### src/rtl/clint_pkg.sv
// Shared definitions for the core-local interruptor: register offsets,
// bus FSM state type and reset constants.
package clint_pkg;

  localparam logic [31:0] CLINT_MSIP        = 32'd0;
  localparam logic [31:0] CLINT_MTIMECMP_LO = 32'd1;
  localparam logic [31:0] CLINT_MTIMECMP_HI = 32'd2;
  localparam logic [31:0] CLINT_MTIME_LO    = 32'd3;
  localparam logic [31:0] CLINT_MTIME_HI    = 32'd4;
  localparam logic [31:0] CLINT_PRESCALE    = 32'd5;

  localparam logic [63:0] MTIMECMP_RST = 64'hFFFF_FFFF_FFFF_FFFF;

  // Bus handshake: a request transfers when i_req_valid && o_req_ready on a
  // rising clk edge; a response transfers when o_rsp_valid && i_rsp_ready.
  // o_rsp_rdata/o_rsp_err are stable while o_rsp_valid is high.
  typedef enum logic {
    IDLE = 1'b0,
    RESP = 1'b1
  } bus_state_t;

  function automatic logic is_mapped(input logic [31:0] off);
    return off <= CLINT_PRESCALE;
  endfunction

endpackage

### src/rtl/clint_tick_gen.sv
// Prescaled tick source for mtime: a pulse every prescale+1 cycles, with a
// synchronous clear used when software rewrites the prescale value.
module clint_tick_gen
  import clint_pkg::*;
#(
  parameter int PRESCALE_WIDTH = 8
) (
  input  logic                      clk,
  input  logic                      arst,
  input  logic [PRESCALE_WIDTH-1:0] prescale,
  input  logic                      clear,
  output logic                      tick
);

  logic [PRESCALE_WIDTH-1:0] count;

  // The tick is combinational so mtime advances on the same edge the counter wraps.
  assign tick = (count == prescale);

  always_ff @(posedge clk or posedge arst) begin
    if (arst) begin
      count <= '0;
    end else if (clear || tick) begin
      count <= '0;
    end else begin
      count <= count + PRESCALE_WIDTH'(1);
    end
  end

endmodule

### src/rtl/clint_timer.sv
// Machine-level CLINT: 64-bit mtime/mtimecmp, MSIP bit and interrupt request
// lines, accessed through a two-state valid/ready peripheral responder.
module clint_timer
  import clint_pkg::*;
#(
  parameter int DATA_WIDTH     = 32,
  parameter int ADDR_WIDTH     = 3,
  parameter int PRESCALE_WIDTH = 8
) (
  input  logic                  clk,
  input  logic                  arst,
  input  logic                  i_req_valid,
  output logic                  o_req_ready,
  input  logic                  i_req_write,
  input  logic [ADDR_WIDTH-1:0] i_req_addr,
  input  logic [DATA_WIDTH-1:0] i_req_wdata,
  output logic                  o_rsp_valid,
  input  logic                  i_rsp_ready,
  output logic [DATA_WIDTH-1:0] o_rsp_rdata,
  output logic                  o_rsp_err,
  output logic                  o_timer_int_call,
  output logic                  o_software_int_call
);

  bus_state_t                state;
  logic [63:0]               mtime;
  logic [63:0]               mtimecmp;
  logic                      msip;
  logic [PRESCALE_WIDTH-1:0] prescale;
  logic                      tick;
  logic                      accept;
  logic                      wr_en;
  logic [31:0]               off;
  logic [31:0]               wdata;
  logic [31:0]               rd_data;

  assign off    = 32'(i_req_addr);
  assign wdata  = 32'(i_req_wdata);
  assign accept = (state == IDLE) && i_req_valid;
  assign wr_en  = accept && i_req_write;

  clint_tick_gen #(
    .PRESCALE_WIDTH(PRESCALE_WIDTH)
  ) u_tick_gen (
    .clk      (clk),
    .arst     (arst),
    .prescale (prescale),
    .clear    (wr_en && (off == CLINT_PRESCALE)),
    .tick     (tick)
  );

  always_comb begin
    rd_data = '0;
    case (off)
      CLINT_MSIP:        rd_data = {31'd0, msip};
      CLINT_MTIMECMP_LO: rd_data = mtimecmp[31:0];
      CLINT_MTIMECMP_HI: rd_data = mtimecmp[63:32];
      CLINT_MTIME_LO:    rd_data = mtime[31:0];
      CLINT_MTIME_HI:    rd_data = mtime[63:32];
      CLINT_PRESCALE:    rd_data = 32'(prescale);
      default:           rd_data = '0;
    endcase
  end

  // A write to one half of mtime freezes the other half for that edge: no
  // tick and no carry, so software sees exactly what it wrote.
  always_ff @(posedge clk or posedge arst) begin
    if (arst) begin
      mtime <= '0;
    end else if (wr_en && (off == CLINT_MTIME_LO)) begin
      mtime[31:0] <= wdata;
    end else if (wr_en && (off == CLINT_MTIME_HI)) begin
      mtime[63:32] <= wdata;
    end else if (tick) begin
      mtime <= mtime + 64'd1;
    end
  end

  always_ff @(posedge clk or posedge arst) begin
    if (arst) begin
      mtimecmp <= MTIMECMP_RST;
      msip     <= 1'b0;
      prescale <= '0;
    end else if (wr_en) begin
      case (off)
        CLINT_MSIP:        msip            <= wdata[0];
        CLINT_MTIMECMP_LO: mtimecmp[31:0]  <= wdata;
        CLINT_MTIMECMP_HI: mtimecmp[63:32] <= wdata;
        CLINT_PRESCALE:    prescale        <= PRESCALE_WIDTH'(wdata);
        default:           ;
      endcase
    end
  end

  always_ff @(posedge clk or posedge arst) begin
    if (arst) begin
      o_timer_int_call <= 1'b0;
    end else begin
      o_timer_int_call <= (mtime >= mtimecmp);
    end
  end

  assign o_software_int_call = msip;

  always_ff @(posedge clk or posedge arst) begin
    if (arst) begin
      state       <= IDLE;
      o_req_ready <= 1'b1;
      o_rsp_valid <= 1'b0;
      o_rsp_rdata <= '0;
      o_rsp_err   <= 1'b0;
    end else begin
      case (state)
        IDLE: begin
          if (i_req_valid) begin
            state       <= RESP;
            o_req_ready <= 1'b0;
            o_rsp_valid <= 1'b1;
            o_rsp_rdata <= i_req_write ? '0 : DATA_WIDTH'(rd_data);
            o_rsp_err   <= !is_mapped(off);
          end
        end
        RESP: begin
          if (i_rsp_ready) begin
            state       <= IDLE;
            o_req_ready <= 1'b1;
            o_rsp_valid <= 1'b0;
            o_rsp_rdata <= '0;
            o_rsp_err   <= 1'b0;
          end
        end
        default: begin
          state       <= IDLE;
          o_req_ready <= 1'b1;
          o_rsp_valid <= 1'b0;
        end
      endcase
    end
  end

endmodule

### config.mk
export PLATFORM = sky130hd
export DESIGN_NAME = clint_timer
export DESIGN_NICKNAME = d
export VERILOG_FILES = /design/src/rtl/clint_pkg.sv /design/src/rtl/clint_tick_gen.sv /design/src/rtl/clint_timer.sv
export SDC_FILE = /design/constraint.sdc
export NUM_CORES = 1
export LEC_CHECK = 0
export ABC_AREA = 1
export BUFFER_PORTS_ARGS = -buffer_cell sky130_fd_sc_hd__clkbuf_2
export CORE_UTILIZATION = 30
export CTS_CLUSTER_DIAMETER = 200
export DETAILED_ROUTE_END_ITERATION = 6
export MAX_ROUTING_LAYER = met4
export REMOVE_ABC_BUFFERS = 1
export SETUP_SLACK_MARGIN = 0.4
export SLEW_MARGIN = 20
export SYNTH_ARGS = -nofsm -noshare
export SYNTH_HDL_FRONTEND = slang
export SYNTH_SLANG_ARGS = --single-unit
### constraint.sdc
create_clock -name clk -period 13.1 [get_ports clk]
set_input_delay 2.62 -clock clk [delete_from_list [all_inputs] [get_ports clk]]
set_output_delay 2.62 -clock clk [all_outputs]
set_load 0.1 [all_outputs]
; After elaboration in Yosys (flattened, before gate mapping)
; Index checks and enable logic that the tools add are counted.
[op_classes]
n_eq_ne = 9
mux = 21
add_sub_neg = 2
n_reduce_logical = 17
n_bitwise = 2
order_cmp = 2
[op_table]
columns = operator, count
row1 = $mux 32, 6
row2 = $pmux 32 s6, 1
row3 = $add 64x1->64 const B, 1
row4 = $ge 64x64->1, 1
row5 = $mux 64, 1
row6 = $pmux 32 s2, 1
row7 = $logic_not 32->1, 1
row8 = $reduce_and 2->1, 7
row9 = $add 8x1->8 const B, 1
row10 = $eq 8x8->1, 1
row11 = $mux 8, 1
row12 = $pmux 1 s2, 4
row13 = $mux 1, 7
row14 = $eq 3x2->1 const B, 2
row15 = $eq 3x3->1 const B, 2
row16 = $ne 2x2->1 const B, 3
row17 = $logic_and 1x1->1, 5
row18 = $reduce_bool 2->1, 2
row19 = $eq 3x1->1 const B, 1
row20 = $le 3x3->1 const B, 1
row21 = $not 1->1, 2
row22 = $logic_not 1->1, 1
row23 = $logic_or 1x1->1, 1
[totals]
input_bits = 40
register_bits = 182
wordCells = 66
out_inout_bits = 37

; Longest topological paths before layout
[depth]
ltp_word = 6
depth_mapped = 15
mapped_depth_nobuf = 15

; Hierarchy
; A second synthesis with hierarchy kept.
[unflattened]
hier_cells = 1681
area_unflattened_um2 = 11944.0
[by_module_without_submodules]
columns = mod, seq_area_each_um2, cells_per_inst, n_inst, area_each_um2
row1 = clint_timer, 4435.5, 1608, 1, 11424.7
row2 = clint_tick_gen, 200.2, 73, 1, 519.2

; Least setup slack after synthesis
; No wires, ideal clock.
[synth_timing]
kind = in2reg
startpoint = input port i_req_addr[1]
endpoint = register mtime[50]
cell_stages = 8
setup_ns = 0.116
path_slack_ns = 9.371
n_path_buf = 2
arrival_ns = 3.613
required_ns = 12.984
cell_sequence = nor2_1 nand3_1 buf_2 nand2_2 nand2_4 clkbuf_1 nand2_1 nand2_1
[synth_between]
elab_chain_len = 4
[synth_lines]
columns = item, line
row1 = from (decl), clint_timer.sv:15  ; input logic [ADDR_WIDTH-1:0] i_req_addr,
row2 = $eq 3x3->1 or $eq 3x2->1 (tied branches), "clint_timer.sv:72, clint_timer.sv:70"
row3 = "$logic_and 1x1->1, on equally long branches", "clint_timer.sv:72, clint_timer.sv:70"
row4 = $reduce_bool 2->1 (no line) or $not 1->1 (tied branches), n/a
row5 = $reduce_and 2->1 (no line), n/a
row6 = to (signal assigned), clint_timer.sv:73  ; mtime[63:32] <= wdata;
row7 = to (signal assigned), clint_timer.sv:75  ; mtime <= mtime + 64'd1;
row8 = to (decl), clint_timer.sv:26  ; logic [63:0] mtime;
; Several ways; a longest one is shown, not always the timed one.
; A chain may end at the register's enable or synchronous reset.

; Final worst setup path
[layout_timing]
startpoint = input port i_req_addr[2]
endpoint = register mtime[21]
[layout_between]
elab_chain_len = 4
[layout_lines]
columns = item, line
row1 = $eq 3x2->1 or $eq 3x3->1 (tied branches), "clint_timer.sv:70, clint_timer.sv:72"
row2 = "$logic_and 1x1->1, on equally long branches", "clint_timer.sv:70, clint_timer.sv:72"
row3 = $ne 2x2->1 (no line) or $reduce_bool 2->1 (tied branches), n/a
row4 = $reduce_and 2->1 (no line), n/a
row5 = to (signal assigned), clint_timer.sv:71  ; mtime[31:0] <= wdata;
row6 = to (signal assigned), clint_timer.sv:75
; Several ways; a longest one is shown, not always the timed one.

==> run_summary.xml <==
<?xml version="1.0" encoding="UTF-8"?>
<metrics>
  <group name="clock_tree">
    <metric name="numClockSinks" unit="">182</metric>
    <metric name="post_cts_resized" unit="">0</metric>
    <metric name="cts_max_level" unit="">4</metric>
    <metric name="root_buffer" unit="">clkbuf_16</metric>
    <metric name="cts_hold_repair.buffers" unit="">0</metric>
    <metric name="clkSlewWorstSetupHoldPaths" unit="ns">0.08</metric>
    <metric name="post-cts-setup-buffer-count" unit="">0</metric>
    <metric name="insertion_delay_to_the_later_sink_of_the_worst_skew_pair" unit="ns">0.47</metric>
    <metric name="cts_tree" unit="">built</metric>
    <metric name="cts_buffer_depth" unit="">2</metric>
    <metric name="tritoncts.num_buffers" unit="">17</metric>
  </group>
  <group name="grt">
    <metric name="grt_start_max_net_pins" unit="">127</metric>
    <metric name="grt_antenna_before_repair" unit="">1</metric>
    <metric name="track_usage" unit="%">23.67</metric>
    <metric name="global_route.overflow_total" unit="">0</metric>
    <metric name="grt_pass1_wl" unit="µm">70630</metric>
    <metric name="vias_in_the_first_global_route" unit="">11545</metric>
  </group>
  <group name="sta">
    <metric name="slew-limit-headroom" unit="%">34.56</metric>
    <metric name="finalMaxSlewViolations" unit="">0</metric>
    <metric name="fin_tns_setup" unit="ns">0</metric>
    <metric name="report.final.setup_viol" unit="">0</metric>
    <metric name="clock_skew" unit="ns">0.01335</metric>
    <metric name="fin_crit" unit="ns">5.444</metric>
    <metric name="grt_setup_unrepaired" unit="">false</metric>
    <metric name="final_min_period_over_clock_period" unit="%">41.56</metric>
    <metric name="tightest_slew" unit="ns">0.9782</metric>
    <metric name="max_freq" unit="MHz">183.7</metric>
    <metric name="timing_hold_violations_final" unit="">0</metric>
    <metric name="fin_worst_hold_slack" unit="ns">0.4758</metric>
  </group>
  <group name="floorplan">
    <metric name="placementRows" unit="">73</metric>
    <metric name="initial_utilization" unit="%">30.50</metric>
    <metric name="design.portCount" unit="">77</metric>
    <metric name="die_height" unit="µm">203.2</metric>
    <metric name="core_region_area" unit="mm²">0.03982</metric>
    <metric name="dieWidth" unit="µm">203.2</metric>
    <metric name="die-area" unit="mm²">0.04129</metric>
  </group>
  <group name="drt">
    <metric name="route.detailed.vias_per_inst" unit="">5.060</metric>
    <metric name="detailedRoute.firstIterationViolations" unit="">1005</metric>
    <metric name="wl" unit="µm">45980</metric>
    <metric name="route.detailed.wl_per_inst" unit="µm">19.59</metric>
    <metric name="num_vias" unit="">11875</metric>
    <metric name="antenna_left" unit="">0</metric>
    <metric name="drt-pass1-iter-count" unit="">6</metric>
    <metric name="drt_drc_violations_left" unit="">0</metric>
  </group>
  <group name="pwr">
    <metric name="switching_fraction_of_total_power" unit="%">45.33</metric>
    <metric name="pwr-share-comb" unit="%">38.2</metric>
    <metric name="cellInternalPower" unit="µW">1352</metric>
    <metric name="power.clock.fraction" unit="%">21.9</metric>
    <metric name="power.net_switching" unit="µW">1121</metric>
    <metric name="worst_ir_drop_vdd" unit="µV">94.73</metric>
    <metric name="pwr_density_cell" unit="mW/mm²">181.5</metric>
    <metric name="p_leak" unit="µW">0.006479</metric>
    <metric name="seqPwrFrac" unit="%">39.9</metric>
  </group>
  <group name="cells_and_area">
    <metric name="multi_input_area" unit="mm²">0.006524</metric>
    <metric name="finish.utilization" unit="%">34.22</metric>
    <metric name="syn2layout_area_growth" unit="%">12.22</metric>
    <metric name="share_of_layout_cells_above_drive_strength_1" unit="%">12.74</metric>
    <metric name="final.fill_count" unit="">4412</metric>
    <metric name="layout.nets" unit="">1914</metric>
    <metric name="seqCellArea" unit="mm²">0.004636</metric>
  </group>
  <group name="setup_path">
    <metric name="critical-path-slowest-cell" unit="">nand3_2</metric>
    <metric name="crit_path_frequent_cell" unit="">inv_2</metric>
    <metric name="worst-endpoint-required" unit="ns">13.45</metric>
    <metric name="critical_setup_path_kind" unit="">input port to flip-flop</metric>
    <metric name="crit_chain" unit="">clkbuf_2 -&gt; inv_2 -&gt; nand3_2 -&gt; inv_2 -&gt; nand2_1 -&gt; inv_2 -&gt; nor2_2 -&gt; buf_4 -&gt; o21ai_0 -&gt; nand3_1</metric>
    <metric name="timing.critical_path.fanout_max" unit="">30</metric>
    <metric name="critical-path-max-stage-delay" unit="ns">0.61</metric>
    <metric name="cp.arrival" unit="ns">5.79</metric>
    <metric name="setup.worst_path.start_class" unit="">input port</metric>
    <metric name="end_kind" unit="">flip-flop</metric>
  </group>
  <group name="yosys">
    <metric name="main_area_contributors_after_synthesis" unit="">dfrtp_1 24%, nand2_1 18%, dfstp_2 14%, ha_1 6.8%, nor2_1 6.2%</metric>
    <metric name="synth_flop_cell" unit="">dfrtp_1</metric>
    <metric name="yosys.cell_types.count" unit="">38</metric>
    <metric name="yosys.area.top_type" unit="">dfrtp_1</metric>
    <metric name="yosys_register_bits" unit="">182</metric>
    <metric name="synth_top_cells_by_count" unit="">572 x nand2_1, 199 x nor2_1, 193 x inv_1, 139 x nand3_1, 137 x o21ai_0</metric>
    <metric name="mapped_avg_cell_area" unit="µm²">6.904</metric>
    <metric name="yosys.cell_count.top_type" unit="">nand2_1</metric>
    <metric name="synth.yosys.seq_area_share" unit="%">38.17</metric>
    <metric name="syn-cell-area" unit="mm²">0.01214</metric>
    <metric name="synth-async-reset-ratio" unit="%">100.0</metric>
    <metric name="netlist_instances" unit="">1759</metric>
    <metric name="synth_largest_type_area_fraction" unit="%">24.11</metric>
    <metric name="synth-edff-count" unit="">0</metric>
    <metric name="yosysWarningCount" unit="">0</metric>
  </group>
  <group name="placed_design">
    <metric name="place.port_buffers" unit="">76</metric>
    <metric name="place_congestion" unit="">0.9832</metric>
    <metric name="detailedPlacementHpwl" unit="µm">34580</metric>
  </group>
  <group name="hold_path">
    <metric name="min-delay-path-class" unit="">flip-flop to flip-flop</metric>
  </group>
  <group name="outcome">
    <metric name="outcome" unit="">finished, final reports clean</metric>
  </group>
  <group name="job">
    <metric name="drv.max_cap_violation_count" unit="">0</metric>
  </group>
</metrics>
[path summary, 6_finish.rpt]
check	from	to	slack [ns]	cells past startpoint
min	o_req_ready$_DFFE_PP1P_	o_req_ready$_DFFE_PP1P_	0.48	2
max in group asynchronous	arst	mtime[60]$_DFFE_PP0P_	9.41	3
max	i_req_addr[2]	mtime[21]$_DFFE_PP0P_	7.66	10
max reg2reg	state$_DFF_PP0_	mtime[21]$_DFFE_PP0P_	9.53	10
min reg2reg	o_req_ready$_DFFE_PP1P_	o_req_ready$_DFFE_PP1P_	0.48	2
min in group asynchronous	arst	o_rsp_valid$_DFFE_PP0P_	2.32	2
[metal layers]
metal | vias up | global-route usage (%) | routed length, µm
met5 | - | - | 0
met4 | 0 | 7.331 | 1119
met3 | 70 | 4.251 | 2823
met2 | 382 | 35.64 | 20260
met1 | 5676 | 32.14 | 21770
li1 | 5747 | - | -
[cells by family (layout without fill, tap and decap cells)]
family,Yosys count,after routing,share of synthesized area [%]
buffers and inverters,257,319,8.211
other,0,1,0
flip-flops,182,182,38.17
AND/OR/NAND/NOR,978,978,33.76
XOR/XNOR,30,30,2.164
AO/OA/AOI/OAI,246,246,10.89
adder cells (fa/ha/maj),66,66,6.800
[state kept, by name, indices dropped and copies added (netlist names)]
name,count
o_timer_int_call,1
o_req_ready,1
o_rsp_valid,1
mtime,64
state,1
o_rsp_err,1
mtimecmp,64
prescale,8
o_rsp_rdata,32
o_software_int_call,1
u_tick_gen.count,8
[layout make-up]
class,count,share of cell area [%]
multi-input cells,1320,47.87
flip-flops and latches,182,34.02
inverters,201,5.591
well taps,525,4.820
repair buffers,86,3.342
clock buffers,19,3.324
clock inverters,13,1.019
diodes,1,0.01836
[worst max-delay path: cells and delay by family]
family	cells	cell delay [ns]
AOI/OAI and AO/OA	1	0.09
and+or+nand+nor	4	1.36
buffers and inverters	5	1.68
[power by group through the flow]
stage               Combinational (µW)  Sequential, µW  Clock [µW]
floorplan                          611             974           0
global placement                   912             985           0
detailed placement                 936             989           0
finish                             946             986         542
CTS                                942             980         555
global route                      1080            1010         579
[layout by cell type (no fill, tap or decap), types with 3 or more instances in the layout]
cell type	Yosys	final
inv_8	0	5
o21ai_0	137	137
o21a_1	4	4
xor2_1	20	20
dfrtp_1	117	117
clkbuf_16	0	17
nor3_1	9	9
clkbuf_2	0	76
xnor2_1	10	10
o21ai_1	17	17
buf_4	2	10
nand2_4	3	3
nand4_1	19	19
o221ai_1	3	3
nor2_2	9	9
nor2_1	199	199
nor2_4	6	6
dfstp_2	65	65
nor3_2	3	3
inv_2	7	9
inv_1	193	190
o22ai_1	45	45
nor3b_1	3	3
ha_1	66	66
nand3_2	3	4
inv_6	0	3
nand2_1	572	569
nand2_2	9	12
nand3_1	139	138
a21oi_1	34	34
[per-stage QoR]
stage	std cells	power (µW)	setup slack (ns)	cell area, µm²
floorplan	1703	1584	5.644	11900
global placement	2314	1897	6.918	13030
detailed placement	2314	1925	6.810	13030
CTS	2346	2477	7.305	13630
global route	2347	2670	7.423	13630
finish	2347	2473	7.656	13630
Power figures use the tool's default switching activity.
